===== src/rtl/condlogic.sv =====
// Conditional-execution unit: NZCV flags register, condition evaluation,
// and write-strobe gating driven by the condition registered one edge earlier.
module condlogic (
    input  logic       clk,
    input  logic       reset,
    input  logic [3:0] Cond,
    input  logic [3:0] ALUFlags,
    input  logic [1:0] FlagW,
    input  logic       PCS,
    input  logic       NextPC,
    input  logic       RegW,
    input  logic       MemW,
    output logic       PCWrite,
    output logic       RegWrite,
    output logic       MemWrite,
    output logic [3:0] Flags,
    output logic       CondEx
);

    logic [3:0] r_flags;
    logic       r_cond_ex_d;
    logic [1:0] w_flag_write;
    logic       w_cond_ex;
    logic       w_n, w_z, w_c, w_v;

    assign {w_n, w_z, w_c, w_v} = r_flags;

    always_comb begin
        w_cond_ex = 1'b0;
        case (Cond)
            4'b0000: w_cond_ex = w_z;
            4'b0001: w_cond_ex = ~w_z;
            4'b0010: w_cond_ex = w_c;
            4'b0011: w_cond_ex = ~w_c;
            4'b0100: w_cond_ex = w_n;
            4'b0101: w_cond_ex = ~w_n;
            4'b0110: w_cond_ex = w_v;
            4'b0111: w_cond_ex = ~w_v;
            4'b1000: w_cond_ex = w_c & ~w_z;
            4'b1001: w_cond_ex = ~w_c | w_z;
            4'b1010: w_cond_ex = (w_n == w_v);
            4'b1011: w_cond_ex = (w_n != w_v);
            4'b1100: w_cond_ex = ~w_z & (w_n == w_v);
            4'b1101: w_cond_ex = w_z | (w_n != w_v);
            4'b1110: w_cond_ex = 1'b1;
            default: w_cond_ex = 1'b0;
        endcase
    end

    assign w_flag_write = FlagW & {2{w_cond_ex}};

    // Condition is captured from the pre-update flags, so an instruction never
    // re-evaluates its own condition against the flags it is writing.
    always_ff @(posedge clk or posedge reset) begin
        if (reset) begin
            r_flags     <= '0;
            r_cond_ex_d <= 1'b0;
        end else begin
            if (w_flag_write[1]) r_flags[3:2] <= ALUFlags[3:2];
            if (w_flag_write[0]) r_flags[1:0] <= ALUFlags[1:0];
            r_cond_ex_d <= w_cond_ex;
        end
    end

    assign PCWrite  = (PCS & r_cond_ex_d) | NextPC;
    assign RegWrite = RegW & r_cond_ex_d;
    assign MemWrite = MemW & r_cond_ex_d;
    assign Flags    = r_flags;
    assign CondEx   = w_cond_ex;

endmodule

===== config.mk =====
export PLATFORM = sky130hd
export DESIGN_NAME = condlogic
export DESIGN_NICKNAME = d
export VERILOG_FILES = /design/src/rtl/condlogic.sv
export SDC_FILE = /design/constraint.sdc
export NUM_CORES = 1
export LEC_CHECK = 0
export CAP_MARGIN = 20
export CORE_AREA = 10 10 47 49
export CTS_BUF_LIST = sky130_fd_sc_hd__clkbuf_4 sky130_fd_sc_hd__clkbuf_8
export DETAILED_ROUTE_END_ITERATION = 8
export DIE_AREA = 0 0 57 59
export PLACE_DENSITY = 0.73
export SLEW_MARGIN = 20
export SYNTH_ARGS = -nofsm -noshare
export SYNTH_HDL_FRONTEND = slang
export SYNTH_SLANG_ARGS = --single-unit

===== constraint.sdc =====
create_clock -name clk -period 2.8 [get_ports clk]
set_input_delay 0.56 -clock clk [delete_from_list [all_inputs] [get_ports clk]]
set_output_delay 0.56 -clock clk [all_outputs]
set_load 0.02 [all_outputs]

==> impl_metrics.json, run 1 <==
{
  "syn_to_final_growth_pct": 81.32,
  "critical_path_arrival_ns": 2.13,
  "r2r_cells": 7,
  "hp-class": "input pin to asynchronous set/reset pin",
  "tightest_slew_ns": 0.3470,
  "root_buffer": "clkbuf_4",
  "htree_levels": 1,
  "synth-compound-area-share_pct": 21.05,
  "tns_ns": 0,
  "grt.total_usage_pct": 9.205,
  "drive_gt1_share_pct": 32.18,
  "start_util_pct": 33.93,
  "dp_hpwl_um": 1200,
  "antennaDiodeCount": 0,
  "finClkSkew_ns": 0.006497,
  "antenna_found_initial": 0,
  "grt_pass1_wl_um": 2490,
  "hold_ws_ns": 0.5220,
  "die_w_um": 57,
  "synth-main-ff-cell": "dfrtp_1",
  "rsz0062_at_grt": "false",
  "finalSetupViolations": 0,
  "synth_top_family_by_area": "simple AND/OR/NAND/NOR gates",
  "vias": 522,
  "min_period_ns": 2.693,
  "postSynthAreaPerCell_um2": 9.905,
  "rrSetupSlack_ns": 0.52,
  "pre_cts_ws_ns": -0.6615,
  "synth_cells": 48,
  "worst_r2r_endpoint": "Flags[1]",
  "yosys.area_share.adder_pct": 0,
  "cp-start-kind": "input pin",
  "cts_buffer_depth": 2,
  "fmax_ghz": 0.3713,
  "power_density_mw_per_mm2": 742.8,
  "clk_pin_slew_ns": 0.05,
  "period_share_pct": 96.20,
  "slew_headroom_pct": 76.54,
  "drc": 0,
  "worstPathMaxFanout": 8,
  "clock_sinks": 5,
  "post-place-cells": 97,
  "finish.utilization_pct": 61.52,
  "io_buffer_count": 23,
  "drt_iter0_markers": 5,
  "gp_congestion": 0.7374,
  "required_ns": 2.24,
  "peakVddDrop_mv": 0.4141,
  "viasPerCell": 5.068,
  "synth.ff_latch_count": 5,
  "setup_slack_ns": 0.1065,
  "reg2reg_from": "Flags[0]",
  "crit_path_end_kind": "primary output",
  "outcome": "finished clean",
  "cap_violations": 0,
  "cts-buffers-inserted": 3,
  "yosys_warnings": 0,
  "rows": 14,
  "p_leak_nw": 0.3777,
  "fp.coreArea_mm2": 0.001401,
  "wl_um": 1498,
  "ys_types": 32,
  "ant_nets": 0,
  "synth.yosys.seq_area_share_pct": 26.32,
  "hold_viol_final": 0,
  "cts_tree": "yes",
  "io_pins": 24,
  "layout_commonest_cell": "clkdlybuf4s50_1",
  "syn_nets": 64,
  "maxSlewViolCount": 0,
  "grt_start_max_net_pins": 10,
  "synth-xor-area-share_pct": 3.684,
  "final_cells": 103,
  "synth_area_um2": 475.5,
  "grt_pass1_vias": 582,
  "final_cell_mix": "clkdlybuf4s50_1, buf_4, dfrtp_1, mux2_1, clkbuf_4",
  "die_y_um": 59,
  "synth_edf_count": 0,
  "final_net_count": 104,
  "grt-ovfl-total": 0,
  "synth_async_sr_flop_share_pct": 100.0,
  "worstSetupPathType": "input pin to primary output",
  "drt-pass1-iter-count": 3,
  "synth_mux_area_share_pct": 11.84,
  "clock_latency_ns": 0.24,
  "die_area_mm2": 0.003363,
  "synth_simple_gate_area_share_pct": 26.58,
  "wl_per_cell_um": 14.54
}
==> critical path: stages <==
cell and delay, ns:
clkdlybuf4s15_1 0.33, and4bb_1 0.26, o31ai_2 0.26, o311ai_2 0.16, or3_4 0.42, buf_6 0.14
==> layer usage <==
metal	up-vias	GRT usage (%)	routed length (um)
met4	0	5.034	6
li1	262	-	-
met1	246	9.026	603
met5	-	0	0
met2	12	17.05	820
met3	2	2.575	69
==> cells in the mapped netlist (2+ instances only) <==
cell       count  share of area (%)
and2_1         3                3.9
o31ai_1        2                3.2
a2bb2oi_1      2                3.7
inv_1          2                1.6
nand4b_1       2                3.7
nand3_1        3                3.2
dfrtp_1        5                 26
mux2_1         5                 12
==> how the worst max path moves through the flow <==
stage,start,end,slack (ns),depth (start not counted)
floorplan,Cond[2],CondEx,0.39,5
global placement,Cond[3],CondEx,-0.63,6
CTS,Cond[2],CondEx,0.005,6
finish,Cond[3],CondEx,0.11,6
global route,Cond[3],CondEx,0.03,6
detailed placement,Cond[3],CondEx,-0.66,6
==> repair_timing <==
item | CTS | global route
setup endpoints to repair | 1 | 1
pin swaps | 1 | 2
resized for setup | 14 | 2
buffers inserted | 1 | 1
hold buffers | 0 | 0
==> sequential cells by signal, indices dropped and copies added (netlist names) <==
name / cells
r_cond_ex_d: 1
Flags: 4
==> power breakdown <==
group	internal [W]	total (W)	switching [W]
Combinational	0.000218	0.000385	0.000167
Sequential	0.000108	0.000162	0.0000539
Clock	0.0000635	0.0000932	0.0000296
Total	0.000390	0.000640	0.000250
==> through the flow <==
step           total power, W  instance area, um2
2_1_floorplan       0.0003427               475.5
3_3_place_gp        0.0005159               792.0
3_5_place_dp        0.0005222               792.0
4_1_cts             0.0006458               850.8
5_1_grt             0.0006845               862.1
6_report            0.0006404               862.1
==> layout make-up <==
class | instances | area, um2
clock buffer | 4 | 30.03
fill | 126 | 539.3
inverter | 3 | 11.26
multi-input combinational | 36 | 320.3
sequential | 5 | 125.1
tap | 16 | 20.02
timing repair buffer | 39 | 355.3
==> cells by family (layout without fill, tap and decap cells) <==
group           count (synthesis)  in the layout
simple gates                   18             18
mux                             5              5
buf+inv                         7             46
flops                           5              5
compound gates                 11             11
xor+xnor                        2              2
Note: power is estimated with default switching activity, not from simulation.
==> inputs of run 2 (changes only) <==
--- a/config.mk
+++ b/config.mk
@@ -11,6 +11,7 @@
 export DETAILED_ROUTE_END_ITERATION = 8
 export DIE_AREA = 0 0 57 59
 export PLACE_DENSITY = 0.73
+export SKIP_CTS_REPAIR_TIMING = 1
 export SLEW_MARGIN = 20
 export SYNTH_ARGS = -nofsm -noshare
 export SYNTH_HDL_FRONTEND = slang
==> impl_metrics.json, run 2 (synthesized netlist as in run 1, its figures left out) <==
{
  "cts_buffer_depth": 2,
  "antennaDiodeCount": 0,
  "power_density_mw_per_mm2": 738.3,
  "die_w_um": 57,
  "clock_power_share_pct": 14.4,
  "layout_commonest_cell": "clkdlybuf4s50_1",
  "peakVddDrop_mv": 0.4268,
  "stdcell_area_um2": 870.8,
  "pwr-share-comb_pct": 60.5,
  "drc": 0,
  "io_buffer_count": 23,
  "start_util_pct": 33.93,
  "reg2reg_from": "Flags[0]",
  "wl_um": 1533,
  "p_int_w": 0.0003902,
  "ant_nets": 0,
  "crit_path_end_kind": "primary output",
  "grt_pass1_vias": 528,
  "slew_headroom_pct": 76.70,
  "seqPwrFrac_pct": 25.1,
  "wl_per_cell_um": 15.03,
  "switchingPower_w": 0.0002528,
  "grt_start_max_net_pins": 10,
  "hp-class": "input pin to asynchronous set/reset pin",
  "finClkSkew_ns": 0.004314,
  "cap_violations": 0,
  "worstPathMaxFanout": 8,
  "cts-buffers-inserted": 3,
  "io_pins": 24,
  "place_area_um2": 792.0,
  "period_share_pct": 95.22,
  "min_period_ns": 2.666,
  "htree_levels": 1,
  "gp_congestion": 0.7374,
  "final_net_count": 103,
  "viasPerCell": 5.108,
  "drive_gt1_share_pct": 32.56,
  "cp-startpoint": "Cond[3]",
  "clock_sinks": 5,
  "fmax_ghz": 0.3751,
  "outcome": "finished clean",
  "final_cell_mix": "clkdlybuf4s50_1, buf_4, dfrtp_1",
  "cp-start-kind": "input pin",
  "p_leak_nw": 0.4026,
  "finish.utilization_pct": 62.14,
  "final_cells": 102,
  "vias": 521,
  "rsz0062_at_grt": "false",
  "largest_reg_flops": 4,
  "rrSetupSlack_ns": 0.61,
  "worstSetupPathType": "input pin to primary output",
  "grt-ovfl-total": 0,
  "rows": 14,
  "cts_tree": "yes",
  "critical_path_arrival_ns": 2.11,
  "clock_latency_ns": 0.24,
  "die_y_um": 59,
  "maxSlewViolCount": 0,
  "hold_viol_final": 0,
  "grt.total_usage_pct": 8.470,
  "die_area_mm2": 0.003363,
  "drt-pass1-iter-count": 4,
  "clk_pin_slew_ns": 0.05,
  "switching_share_pct": 39.32,
  "antenna_found_initial": 0,
  "fp.coreArea_mm2": 0.001401,
  "finalSetupViolations": 0,
  "grt_pass1_wl_um": 2297,
  "post-place-cells": 97,
  "dp_hpwl_um": 1200,
  "syn_to_final_growth_pct": 83.16,
  "drt_iter0_markers": 9,
  "tightest_slew_ns": 0.3447,
  "required_ns": 2.24,
  "root_buffer": "clkbuf_4"
}
## run 2: per-stage QoR
stage                     power (W)  setup TNS, ns  worst slack [ns]  hold WS, ns
after floorplan           0.0003427              0            0.3909       0.3385
after global placement    0.0005159        -0.6346           -0.6346       0.5704
after detailed placement  0.0005222        -0.6615           -0.6615       0.5986
after CTS                 0.0006211        -0.6897           -0.6897       0.5248
after global routing      0.0006882              0           0.05410       0.5390
final                     0.0006429              0            0.1338       0.5259
## run 2: final timing paths
kind                                     to  cells past startpoint
worst max-delay path                 CondEx                      6
worst min-delay path            r_cond_ex_d                      2
worst max register to register     Flags[1]                      7
worst min register to register     Flags[1]                      1
max in group asynchronous          Flags[3]                      2
min in group clk                   Flags[1]                      1
## run 2: critical path, stage by stage
cell	delay (ns)
dlymetal6s2s_1	0.28
and4bb_1	0.27
o31ai_2	0.31
o311ai_4	0.17
or3_4	0.35
buf_4	0.16
## run 2: area by class of cell
cell class / count / area (um2)
clock buffer: 4 / 30.03
fill: 125 / 530.5
inverter: 3 / 11.26
multi-input combinational: 36 / 330.3
sequential: 5 / 125.1
tap: 16 / 20.02
timing repair buffer: 38 / 354.1
## run 2: power by group through the flow
| stage | Combinational [W] | Sequential [W] | Clock [W] |
|---|---|---|---|
| 5_1_grt | 0.000419 | 0.000168 | 0.000102 |
| 2_1_floorplan | 0.000154 | 0.000189 | 0 |
| 4_1_cts | 0.000363 | 0.000162 | 0.0000970 |
| 3_3_place_gp | 0.000354 | 0.000162 | 0 |
| 3_5_place_dp | 0.000359 | 0.000163 | 0 |
| 6_report | 0.000389 | 0.000162 | 0.0000927 |
## run 2: routing by layer
metal	global-route usage (%)	wire length (um)	share of wire (%)	vias to the layer above
met4	5.034	6	0.39	0
met5	0	0	0	-
met1	8.789	618	40	246
met2	14.73	843	55	12
met3	2.575	65	4.2	2
li1	-	-	-	261
==> inputs of run 3 (changes only) <==
--- a/config.mk
+++ b/config.mk
@@ -10,9 +10,10 @@
 export CTS_BUF_LIST = sky130_fd_sc_hd__clkbuf_4 sky130_fd_sc_hd__clkbuf_8
 export DETAILED_ROUTE_END_ITERATION = 8
 export DIE_AREA = 0 0 57 59
-export PLACE_DENSITY = 0.73
+export DONT_BUFFER_PORTS = 1
 export SKIP_CTS_REPAIR_TIMING = 1
 export SLEW_MARGIN = 20
 export SYNTH_ARGS = -nofsm -noshare
 export SYNTH_HDL_FRONTEND = slang
 export SYNTH_SLANG_ARGS = --single-unit
+export TNS_END_PERCENT = 50
==> impl_metrics.json, run 3 (synthesized netlist as in run 1, its figures left out) <==
{
  "final_net_count": 65,
  "tightest_slew_ns": 0.4130,
  "finish.utilization_pct": 34.73,
  "clock_sinks": 5,
  "crit_end": "CondEx",
  "worst_r2r_endpoint": "Flags[1]",
  "clk_pin_slew_ns": 0.04,
  "start_util_pct": 33.93,
  "cts-buffers-inserted": 3,
  "drive_gt1_share_pct": 16.67,
  "ant_nets": 0,
  "wl_per_cell_um": 16.77,
  "grt_pass1_vias": 378,
  "seqPwrFrac_pct": 44.8,
  "root_buffer": "clkbuf_4",
  "slew_headroom_pct": 72.28,
  "worstPathMaxFanout": 7,
  "nFillCells": 158,
  "finalSetupViolations": 0,
  "cap_violations": 0,
  "crit_path_end_kind": "primary output",
  "clock_latency_ns": 0.24,
  "antennaDiodeCount": 0,
  "cp-start-kind": "flip-flop",
  "drc": 0,
  "place_area_um2": 456.7,
  "hold_viol_final": 0,
  "finClkSkew_ns": 0.004909,
  "largest_reg_flops": 4,
  "grt_pass1_wl_um": 1662,
  "cts_buffer_depth": 2,
  "p_int_w": 0.0002535,
  "hold_ws_ns": 0.09607,
  "finalPower_w": 0.0004562,
  "crit_slowest_cell": "or3_2",
  "dp_hpwl_um": 906.4,
  "drt_iter0_markers": 1,
  "final_cell_mix": "dfrtp_1, mux2_1, clkbuf_4",
  "critical_path_arrival_ns": 2.07,
  "power_density_mw_per_mm2": 937.2,
  "reg2reg_from": "Flags[0]",
  "gp_congestion": 0.7752,
  "drt-pass1-iter-count": 2,
  "cpPeakStageDelay_ns": 0.59,
  "rrSetupSlack_ns": 0.68,
  "pwr-share-comb_pct": 34.9,
  "min_period_ns": 2.627,
  "syn_to_final_growth_pct": 2.368,
  "rsz0062_at_grt": "false",
  "p_leak_nw": 0.1891,
  "maxSlewViolCount": 0,
  "peakVddDrop_mv": 0.5528,
  "switchingPower_w": 0.0002027,
  "wl_um": 1073,
  "grt_start_max_net_pins": 14,
  "cp-startpoint": "Flags[0]",
  "clock_power_share_pct": 20.3,
  "outcome": "finished clean",
  "stdcell_area_um2": 486.7,
  "period_share_pct": 93.83,
  "viasPerCell": 5.719,
  "hp-class": "input pin to asynchronous set/reset pin",
  "die_area_mm2": 0.003363,
  "tns_ns": 0,
  "htree_levels": 1,
  "cts_tree": "yes",
  "required_ns": 2.24,
  "io_pins": 24,
  "fp.coreArea_mm2": 0.001401,
  "io_buffer_count": 0,
  "grt.total_usage_pct": 5.964,
  "vias": 366,
  "r2r_cells": 5,
  "rows": 14,
  "grt-ovfl-total": 0,
  "antenna_found_initial": 0,
  "fmax_ghz": 0.3806,
  "path_cells": "and4bb_1 > o31ai_2 > o311ai_1 > or3_2",
  "worstSetupPathType": "flip-flop to primary output",
  "die_y_um": 59,
  "die_w_um": 57,
  "switching_share_pct": 44.43
}
==> run 3: worst min-delay path by stage <==
stage | from | depth (start not counted) | to | slack [ns]
after global placement | reset | 1 | Flags[2] | 0.36
after CTS | reset | 1 | Flags[3] | 0.10
after floorplan | reset | 1 | Flags[0] | 0.34
after detailed placement | reset | 1 | Flags[0] | 0.36
final | reset | 1 | Flags[3] | 0.1
after global routing | reset | 1 | Flags[3] | 0.1
==> run 3: metrics by stage <==
stage | worst slack, ns | std cells
5_1_grt | 0.05255 | 64
3_3_place_gp | 0.4121 | 60
2_1_floorplan | 0.3909 | 48
4_1_cts | 0.1391 | 64
3_5_place_dp | 0.3991 | 60
6_report | 0.1728 | 64
==> run 3: worst max-delay path: cells and delay by family (launching register included) <==
| family | cells | cell delay (ns) |
|---|---|---|
| and+or+nand+nor | 2 | 0.83 |
| AOI/OAI and AO/OA | 2 | 0.42 |
| DFF | 1 | 0.57 |
==> run 3: layout make-up <==
cell class | instances | area (um2) | share of cell area, %
inverters | 3 | 11.26 | 2.314
well taps | 16 | 20.02 | 4.113
flip-flops and latches | 5 | 125.1 | 25.71
clock buffers | 4 | 30.03 | 6.170
multi-input cells | 36 | 300.3 | 61.70
==> run 3: power by group through the flow <==
stage / sequential [W] / combinational [W] / clock (W)
after floorplan: 0.000189 / 0.000154 / 0
after global placement: 0.000209 / 0.000158 / 0
after detailed placement: 0.000208 / 0.000160 / 0
after CTS: 0.000207 / 0.000161 / 0.0000944
after global routing: 0.000215 / 0.000176 / 0.000101
final: 0.000204 / 0.000159 / 0.0000925
==> run 3: routing by layer <==
metal	track usage (%)	part of all wire [%]	vias to the layer above
li1	-	-	184
met4	2.013	0	0
met1	5.344	35	172
met2	11.32	58	10
met3	3.004	6.8	0
met5	0	0	-
